<file path="config.mk">
export PLATFORM = sky130hd
export DESIGN_NAME = reaction_bcd_timer_flat
export DESIGN_NICKNAME = d
export VERILOG_FILES = /design/src/rtl/reaction_bcd_timer_if.sv /design/src/rtl/reaction_bcd_timer.sv /design/src/flat_wrapper.sv
export SDC_FILE = /design/constraint.sdc
export NUM_CORES = 1
export LEC_CHECK = 0
export CORE_UTILIZATION = 49
export CTS_CLUSTER_SIZE = 30
export DETAILED_ROUTE_END_ITERATION = 10
export GPL_TIMING_DRIVEN = 0
export PLACE_DENSITY = 0.8
export SLEW_MARGIN = 40
export SYNTH_ARGS = -nofsm -noshare
export SYNTH_HDL_FRONTEND = slang
export SYNTH_SLANG_ARGS = --single-unit
</file>
<file path="constraint.sdc">
create_clock -name clock -period 2.2 [get_ports clock]
set_input_delay 0.44 -clock clock [delete_from_list [all_inputs] [get_ports clock]]
set_output_delay 0.44 -clock clock [all_outputs]
set_load 0.02 [all_outputs]
</file>
<file path="src/rtl/reaction_bcd_timer_if.sv">
// Control/status bundle between the reaction-game controller and the BCD timing stage.
interface reaction_bcd_timer_if #(
    parameter int DIGITS = 4
);
    logic                  start;
    logic                  stop;
    logic                  clear;
    logic                  show_best;
    logic [4*DIGITS-1:0]   disp_bcd;
    logic                  running;
    logic                  done;
    logic                  overflow;
    logic                  best_valid;

    modport master (
        output start, stop, clear, show_best,
        input  disp_bcd, running, done, overflow, best_valid
    );

    modport slave (
        input  start, stop, clear, show_best,
        output disp_bcd, running, done, overflow, best_valid
    );
endinterface

</file>
<file path="src/rtl/reaction_bcd_timer.sv">
// BCD millisecond reaction timer with freeze, saturation and optional best-time tracking.
// Optional feature macro: BEST_SCORE_EN (best register, compare and show_best select).
module reaction_bcd_timer #(
    parameter int TICK_DIV = 50000,
    parameter int DIGITS   = 4
) (
    input logic               clock,
    input logic               reset,
    reaction_bcd_timer_if.slave bus
);
    localparam int W  = 4 * DIGITS;
    localparam int PW = (TICK_DIV > 2) ? $clog2(TICK_DIV) : 1;
    localparam logic [W-1:0]  FULL     = {DIGITS{4'd9}};
    localparam logic [PW-1:0] TICK_TOP = PW'(TICK_DIV - 1);

    typedef enum logic [1:0] {IDLE, COUNT, HOLD, OVER} state_t;

    state_t         state;
    logic [PW-1:0]  presc;
    logic [W-1:0]   count;
    logic           running_r;
    logic           done_r;
    logic           overflow_r;

    function automatic logic [W-1:0] bcd_inc(input logic [W-1:0] v);
        logic [W-1:0] r;
        logic         carry;
        r     = v;
        carry = 1'b1;
        for (int i = 0; i < DIGITS; i++) begin
            if (carry) begin
                if (v[4*i +: 4] == 4'd9) begin
                    r[4*i +: 4] = 4'd0;
                end else begin
                    r[4*i +: 4] = v[4*i +: 4] + 4'd1;
                    carry       = 1'b0;
                end
            end
        end
        return r;
    endfunction

    always_ff @(posedge clock) begin
        if (!reset) begin
            state      <= IDLE;
            presc      <= '0;
            count      <= '0;
            running_r  <= 1'b0;
            done_r     <= 1'b0;
            overflow_r <= 1'b0;
        end else begin
            case (state)
                IDLE: begin
                    if (bus.start) begin
                        state     <= COUNT;
                        presc     <= '0;
                        count     <= '0;
                        running_r <= 1'b1;
                    end
                end
                COUNT: begin
                    // clear beats stop beats tick
                    if (bus.clear) begin
                        state     <= IDLE;
                        count     <= '0;
                        running_r <= 1'b0;
                    end else if (bus.stop) begin
                        state     <= HOLD;
                        running_r <= 1'b0;
                        done_r    <= 1'b1;
                    end else if (presc == TICK_TOP) begin
                        presc <= '0;
                        if (count == FULL) begin
                            state      <= OVER;
                            running_r  <= 1'b0;
                            overflow_r <= 1'b1;
                        end else begin
                            count <= bcd_inc(count);
                        end
                    end else begin
                        presc <= presc + PW'(1);
                    end
                end
                HOLD: begin
                    if (bus.clear) begin
                        state  <= IDLE;
                        count  <= '0;
                        done_r <= 1'b0;
                    end
                end
                default: begin
                    if (bus.clear) begin
                        state      <= IDLE;
                        count      <= '0;
                        overflow_r <= 1'b0;
                    end
                end
            endcase
        end
    end

    assign bus.running  = running_r;
    assign bus.done     = done_r;
    assign bus.overflow = overflow_r;

`ifdef BEST_SCORE_EN
    logic [W-1:0] best;
    logic         best_valid_r;

    // Digit-wise BCD magnitude compare, most-significant digit decides first.
    function automatic logic bcd_less(input logic [W-1:0] a, input logic [W-1:0] b);
        logic lt;
        logic decided;
        lt      = 1'b0;
        decided = 1'b0;
        for (int i = DIGITS - 1; i >= 0; i--) begin
            if (!decided && (a[4*i +: 4] != b[4*i +: 4])) begin
                lt      = (a[4*i +: 4] < b[4*i +: 4]);
                decided = 1'b1;
            end
        end
        return lt;
    endfunction

    always_ff @(posedge clock) begin
        if (!reset) begin
            best         <= FULL;
            best_valid_r <= 1'b0;
        end else if ((state == COUNT) && !bus.clear && bus.stop &&
                     (!best_valid_r || bcd_less(count, best))) begin
            best         <= count;
            best_valid_r <= 1'b1;
        end
    end

    assign bus.best_valid = best_valid_r;
    assign bus.disp_bcd   = (bus.show_best && best_valid_r) ? best : count;
`else
    logic unused_show_best;
    assign unused_show_best = bus.show_best;
    assign bus.best_valid   = 1'b0;
    assign bus.disp_bcd     = count;
`endif
endmodule

</file>
<file path="src/flat_wrapper.sv">
// flat-port wrapper written by rule: the top's interface ports become plain ports
module reaction_bcd_timer_flat 
#(
    parameter int TICK_DIV = 50000,
    parameter int DIGITS   = 4
)
  (clock, reset, bus_start, bus_stop, bus_clear, bus_show_best, bus_disp_bcd, bus_running, bus_done, bus_overflow, bus_best_valid);
  reaction_bcd_timer_if #(.DIGITS(DIGITS)) bus_i ();
  input logic clock;
  input logic reset;
  input wire logic [$bits(bus_i.start)-1:0] bus_start;
  input wire logic [$bits(bus_i.stop)-1:0] bus_stop;
  input wire logic [$bits(bus_i.clear)-1:0] bus_clear;
  input wire logic [$bits(bus_i.show_best)-1:0] bus_show_best;
  output wire logic [$bits(bus_i.disp_bcd)-1:0] bus_disp_bcd;
  output wire logic [$bits(bus_i.running)-1:0] bus_running;
  output wire logic [$bits(bus_i.done)-1:0] bus_done;
  output wire logic [$bits(bus_i.overflow)-1:0] bus_overflow;
  output wire logic [$bits(bus_i.best_valid)-1:0] bus_best_valid;
  assign bus_i.start = bus_start;
  assign bus_i.stop = bus_stop;
  assign bus_i.clear = bus_clear;
  assign bus_i.show_best = bus_show_best;
  assign bus_disp_bcd = bus_i.disp_bcd;
  assign bus_running = bus_i.running;
  assign bus_done = bus_i.done;
  assign bus_overflow = bus_i.overflow;
  assign bus_best_valid = bus_i.best_valid;
  reaction_bcd_timer #(.TICK_DIV(TICK_DIV), .DIGITS(DIGITS)) u_core (.clock(clock), .reset(reset), .bus(bus_i));
endmodule
</file>
* After elaboration in Yosys (flattened, before gate mapping) *
Index checks and enable logic that the tools add are counted.

storage, ports and cells
  flip-flop bits (word level) = 37
  bits of input ports = 6

operators by class
  $add $sub $neg = 5
  equal/unequal tests = 21
  mux-type cells = 63
  bitwise gates (word level) = 1
  reductions and logical operators = 17

operator list
  kind                                                             count
  16-bit 2-to-1 mux                                                9
  16-bit case mux with 2 select lines                              2
  1-bit 2-to-1 mux                                                 35
  16-bit == test, second input constant                            2
  4-bit 2-to-1 mux                                                 7
  6-bit AND reduction                                              4
  16-bit by 1-bit adder with 16-bit output, second input constant  1
  4-bit by 1-bit adder with 4-bit output, second input constant    4
  4-bit == test, second input constant                             4
  4-bit AND reduction                                              4
  2-bit 2-to-1 mux                                                 6
  3-bit by 2-bit != test with 1-bit output, second input constant  4
  2-bit != test, second input constant                             5
  2-bit nonzero test                                               5
  4-bit by 3-bit != test with 1-bit output, second input constant  2
  3-bit != test, second input constant                             2
  1-bit case mux with 2 select lines                               3
  5-bit AND reduction                                              1
  2-bit case mux with 2 select lines                               1
  3-bit nonzero test                                               1
  2-bit by 1-bit == test with 1-bit output, second input constant  1
  2-bit == test, second input constant                             1
  2-bit zero test                                                  1
  2-bit OR reduction                                               1
  1-bit inverter                                                   1

* Longest topological paths before layout *
  word-level depth = 28
  mapped depth = 7
  mapped depth without buffers = 7

* Least setup slack after synthesis *
Ideal clock, no wire load.

  path kind = register to register
  from = register u_core.presc[11]
  to = register u_core.count[13] (netlist: u_core.bus.disp_bcd[13])
  library setup time = 0.072 ns
  arrival = 2.147 ns
  data required time = 2.128 ns
  slack = -0.018 ns
  cell stages (with the launch flop) = 6
  buffers on the path = 0
  clock period less this slack = 2.218 ns
  cell sequence = dfxtp_1 or4b_1 or4_4 o31ai_1 and2_2 mux2i_1

on the way
  cells in the longest elaborated chain, start to end = 3

ends and longest elaborated chain
  what                                                RTL line                  text
  start: declaration                                  reaction_bcd_timer.sv:19  logic [PW-1:0] presc;
  start signal: assignment                            reaction_bcd_timer.sv:81  presc <= presc + PW'(1);
  16-bit == test                                      reaction_bcd_timer.sv:71  end else if (presc == TICK_TOP) begin
  3-bit by 2-bit != test with 1-bit output (no line)  --
  6-bit AND reduction (no line)                       --
  end signal: assignment                              reaction_bcd_timer.sv:78  count <= bcd_inc(count);
  end: declaration                                    reaction_bcd_timer.sv:20  logic [W-1:0] count;

No other way between the ends.
A chain may end at the register's enable or synchronous reset.

* Final worst setup path *
  from = register u_core.presc[11]
  to = register u_core.count[1] (netlist: u_core.bus.disp_bcd[1])

on the way
  cells in the longest elaborated chain, start to end = 3

ends and longest elaborated chain
  what                                                RTL line
  16-bit == test                                      reaction_bcd_timer.sv:71
  3-bit by 2-bit != test with 1-bit output (no line)  --
  5-bit AND reduction (no line)                       --

No other way between the ends.

==> flow_metrics.tcl <==
set metrics [dict create \
    holdPathEnd "u_core.bus.done" \
    crit_path_frequent_cell "or4_4" \
    crit_chain "or4b_4, or4_4, or4_4, o31ai_2" \
    area_delta_synth_final_pct 30.7 \
    route.detailed.drc 0 \
    slowest_stage "or4b_4" \
    p_per_area_nw_per_um2 534 \
    num_antenna_cells 0 \
    yosys_warnings 0 \
    avgSynthCellArea_um2 8.48 \
    async_flop_share_pct 0 \
    status "finished, final reports clean" \
    rsz0062_at_grt "true" \
    internal_power_uw 1060 \
    p_clk_share_pct 41.0 \
    drive_gt1_share_pct 17.4 \
    cap_viol_max_count 0 \
    r2r_start "u_core.presc[11]" \
    worstHoldStart "u_core.bus.done" \
    dp_hpwl_um 3060 \
    wl_per_cell_um 14.8 \
    cts_hold_buf 0 \
    cts.sinks 37 \
    drv_slew 0 \
    routabilityCongestion 0.850 \
    start_kind "flop" \
    p_sw_share_pct 24.5 \
    tns_ns 0 \
    start_util_pct 53.1 \
    yosysSeqAreaShare_pct 36.7 \
    dieArea_um2 4380 \
    yosysTopAreaCell "dfxtp_1" \
    synth.distinct_cells 55 \
    stdcell_area_um2 2640 \
    finalCritPeriodShare_pct 100 \
    antenna_found_initial 0 \
    r2r-end "u_core.bus.disp_bcd[1]" \
    setup_violations 0 \
    synth_ff_type "dfxtp_1" \
    dieHeight_um 66.2 \
    synth_edf_count 0 \
    worstSkewPairLatency_ns 0.30 \
    io_pins 26 \
    power.switching_uw 344 \
    p_leak_uw 0.000913 \
    rows 22 \
    synthTopCellsByCount "37 x dfxtp_1, 24 x nor2_1, 23 x nand2_1, 14 x nand3_1, 10 x xor2_1" \
    grt_use_total_pct 22.0 \
    crit_required_ns 2.42 \
    io_buffers 23 \
    place_area_um2 2310 \
    hold_viol_final 0 \
    crit_type "flop to flop" \
    finClkSkew_ns 0.00535 \
    avgViaCountPerCell 5.88 \
    cts_htree_levels 2 \
    overflow 0 \
    final_nets 289 \
    cts_tree "done" \
    place_inst 309 \
    cts_root_buffer "clkbuf_8" \
    critPathArrivalTime_ns 2.42 \
    pwr-share-comb_pct 10.5 \
    first_pass_iters 4 \
    chipWidth_um 66.2 \
    synth_top_area_share_pct 36.7 \
    hp-class "flop to flop" \
    period_needed_ns 2.20 \
    worst-slew-pin-transition_ns 0.651 \
    core-area_um2 3800 \
    max_stage_delay_ns 0.58 \
    synth_nets 251 \
    cts.reportedPaths.clkPinSlew_ns 0.07 \
    grt_max_degree 12 \
    cts_made_buffers 5 \
    grt_pass1_vias 1634 \
    cts.path.max_buffers 2 \
    syn_inst 238 \
    hold_depth 2 \
    worstRegToRegCells 4 \
    ff2ff_setup_slack_ns 0.0005 \
    critPathCaptureType "flop" \
    power_uw 1410 \
    timing.slew.headroom_pct 56.6 \
    ys_seq_elements 37 \
    grt_pass1_wl_um 7400 \
    stdcell_count 324 \
    wl_um 4810 \
    synth_area_um2 2020 \
    max_freq_ghz 0.455 \
    synth_area_leaders "dfxtp_1 37%, nor2_1 4.5%, ha_1 4.3%, xor2_1 4.3%, nand2_1 4.3%" \
    ant_nets 0 \
    cp_max_fo 5 \
    vias 1904 \
    peakVddDrop_mv 0.305 \
    timing.hold.ws_ns 0.475 \
    yosysMostFrequentCell "dfxtp_1" \
    pwr-share-seq_pct 48.5 \
    drtIter0Drc 137 \
]
-- state kept, by name (all words and copies together), names as in the netlist --
register	flops
u_core.bus.running	1
u_core.state	2
u_core.bus.disp_bcd	16
u_core.bus.overflow	1
u_core.bus.done	1
u_core.presc	16
-- stage by stage --
| stage | utilization [%] | setup WS [ns] |
|---|---|---|
| floorplan | - | -0.00677 |
| global placement | 60.9 | -0.836 |
| detailed placement | 60.9 | -0.790 |
| CTS | 67.3 | -0.00994 |
| global route | 69.4 | -0.0831 |
| finish | 69.4 | 0.000510 |
-- repair_timing --
action | CTS | global route
setup buffers | 4 | 4
gates resized for setup | 24 | 13
setup endpoints to repair | 32 | 24
pin swaps | 4 | 6
-- worst max path at each step --
stage,start,end,slack (ns),cells past startpoint
after floorplan,u_core.presc[11],u_core.bus.disp_bcd[3],-0.007,4
after global placement,bus_clear,u_core.presc[11],-0.84,6
after detailed placement,bus_clear,u_core.presc[14],-0.79,7
after CTS,u_core.presc[5],u_core.bus.disp_bcd[1],-0.01,4
after global routing,u_core.state[0],u_core.bus.disp_bcd[1],-0.08,6
final,u_core.presc[11],u_core.bus.disp_bcd[1],0.0005,4
-- routing by layer --
layer | global-route usage, % | wire, µm
met1 | 30.3 | 2330
met2 | 33.5 | 2160
met3 | 4.48 | 248
met4 | 8.78 | 74
met5 | 0 | 0
-- area by class of cell --
class	count	area [µm²]
Tap cell	48	60.1
Inverter	6	22.5
Sequential cell	37	749
Timing Repair Buffer	31	292
Clock inverter	2	35.0
Multi-Input combinational cell	185	1360
Clock buffer	5	68.8
Buffer	10	46.3
Fill cell	286	1160
-- logic make-up after synthesis --
logic type / count (synthesis) / synth area share, %
AOI/OAI and AO/OA: 47 / 16.7
xor gates and xnor gates: 15 / 6.51
adders and majority gates: 7 / 4.34
buffers and inverters: 16 / 3.16
DFF: 37 / 36.7
muxes: 4 / 1.98
other: 1 / 0.186
and+or+nand+nor: 111 / 30.4
-- worst max-delay path, delay by kind of cell, from the launching register on --
family             cells  cell delay, ns
and+or+nand+nor        3            1.61
DFF                    1            0.33
AOI/OAI and AO/OA      1            0.17
-- power groups by stage --
stage / combinational [µW] / clock [µW] / sequential [µW]
2_1_floorplan: 85.5 / 0 / 703
3_5_place_dp: 126 / 0 / 700
3_3_place_gp: 125 / 0 / 700
6_report: 148 / 577 / 683
4_1_cts: 138 / 579 / 683
5_1_grt: 162 / 613 / 684
-- cells in the final DEF (no fill, tap or decap), drive strengths merged, types with 3 or more instances in the layout --
cell type       n
nand3          14
o31ai           4
ha              7
buf            10
nor2           24
o21ai           5
o22ai           4
and3            5
nand3b          4
and2            3
or4             5
nand2          23
nor4            3
inv             6
a2111oi         3
a31oi           4
nand4           5
nand2b          3
nor3b           3
o211ai          5
clkdlybuf4s50  21
a21oi           9
dfxtp          37
clkbuf         13
mux2i           4
nor3            6
xor2           10
xnor2           5
Power figures use the tool's default switching activity.
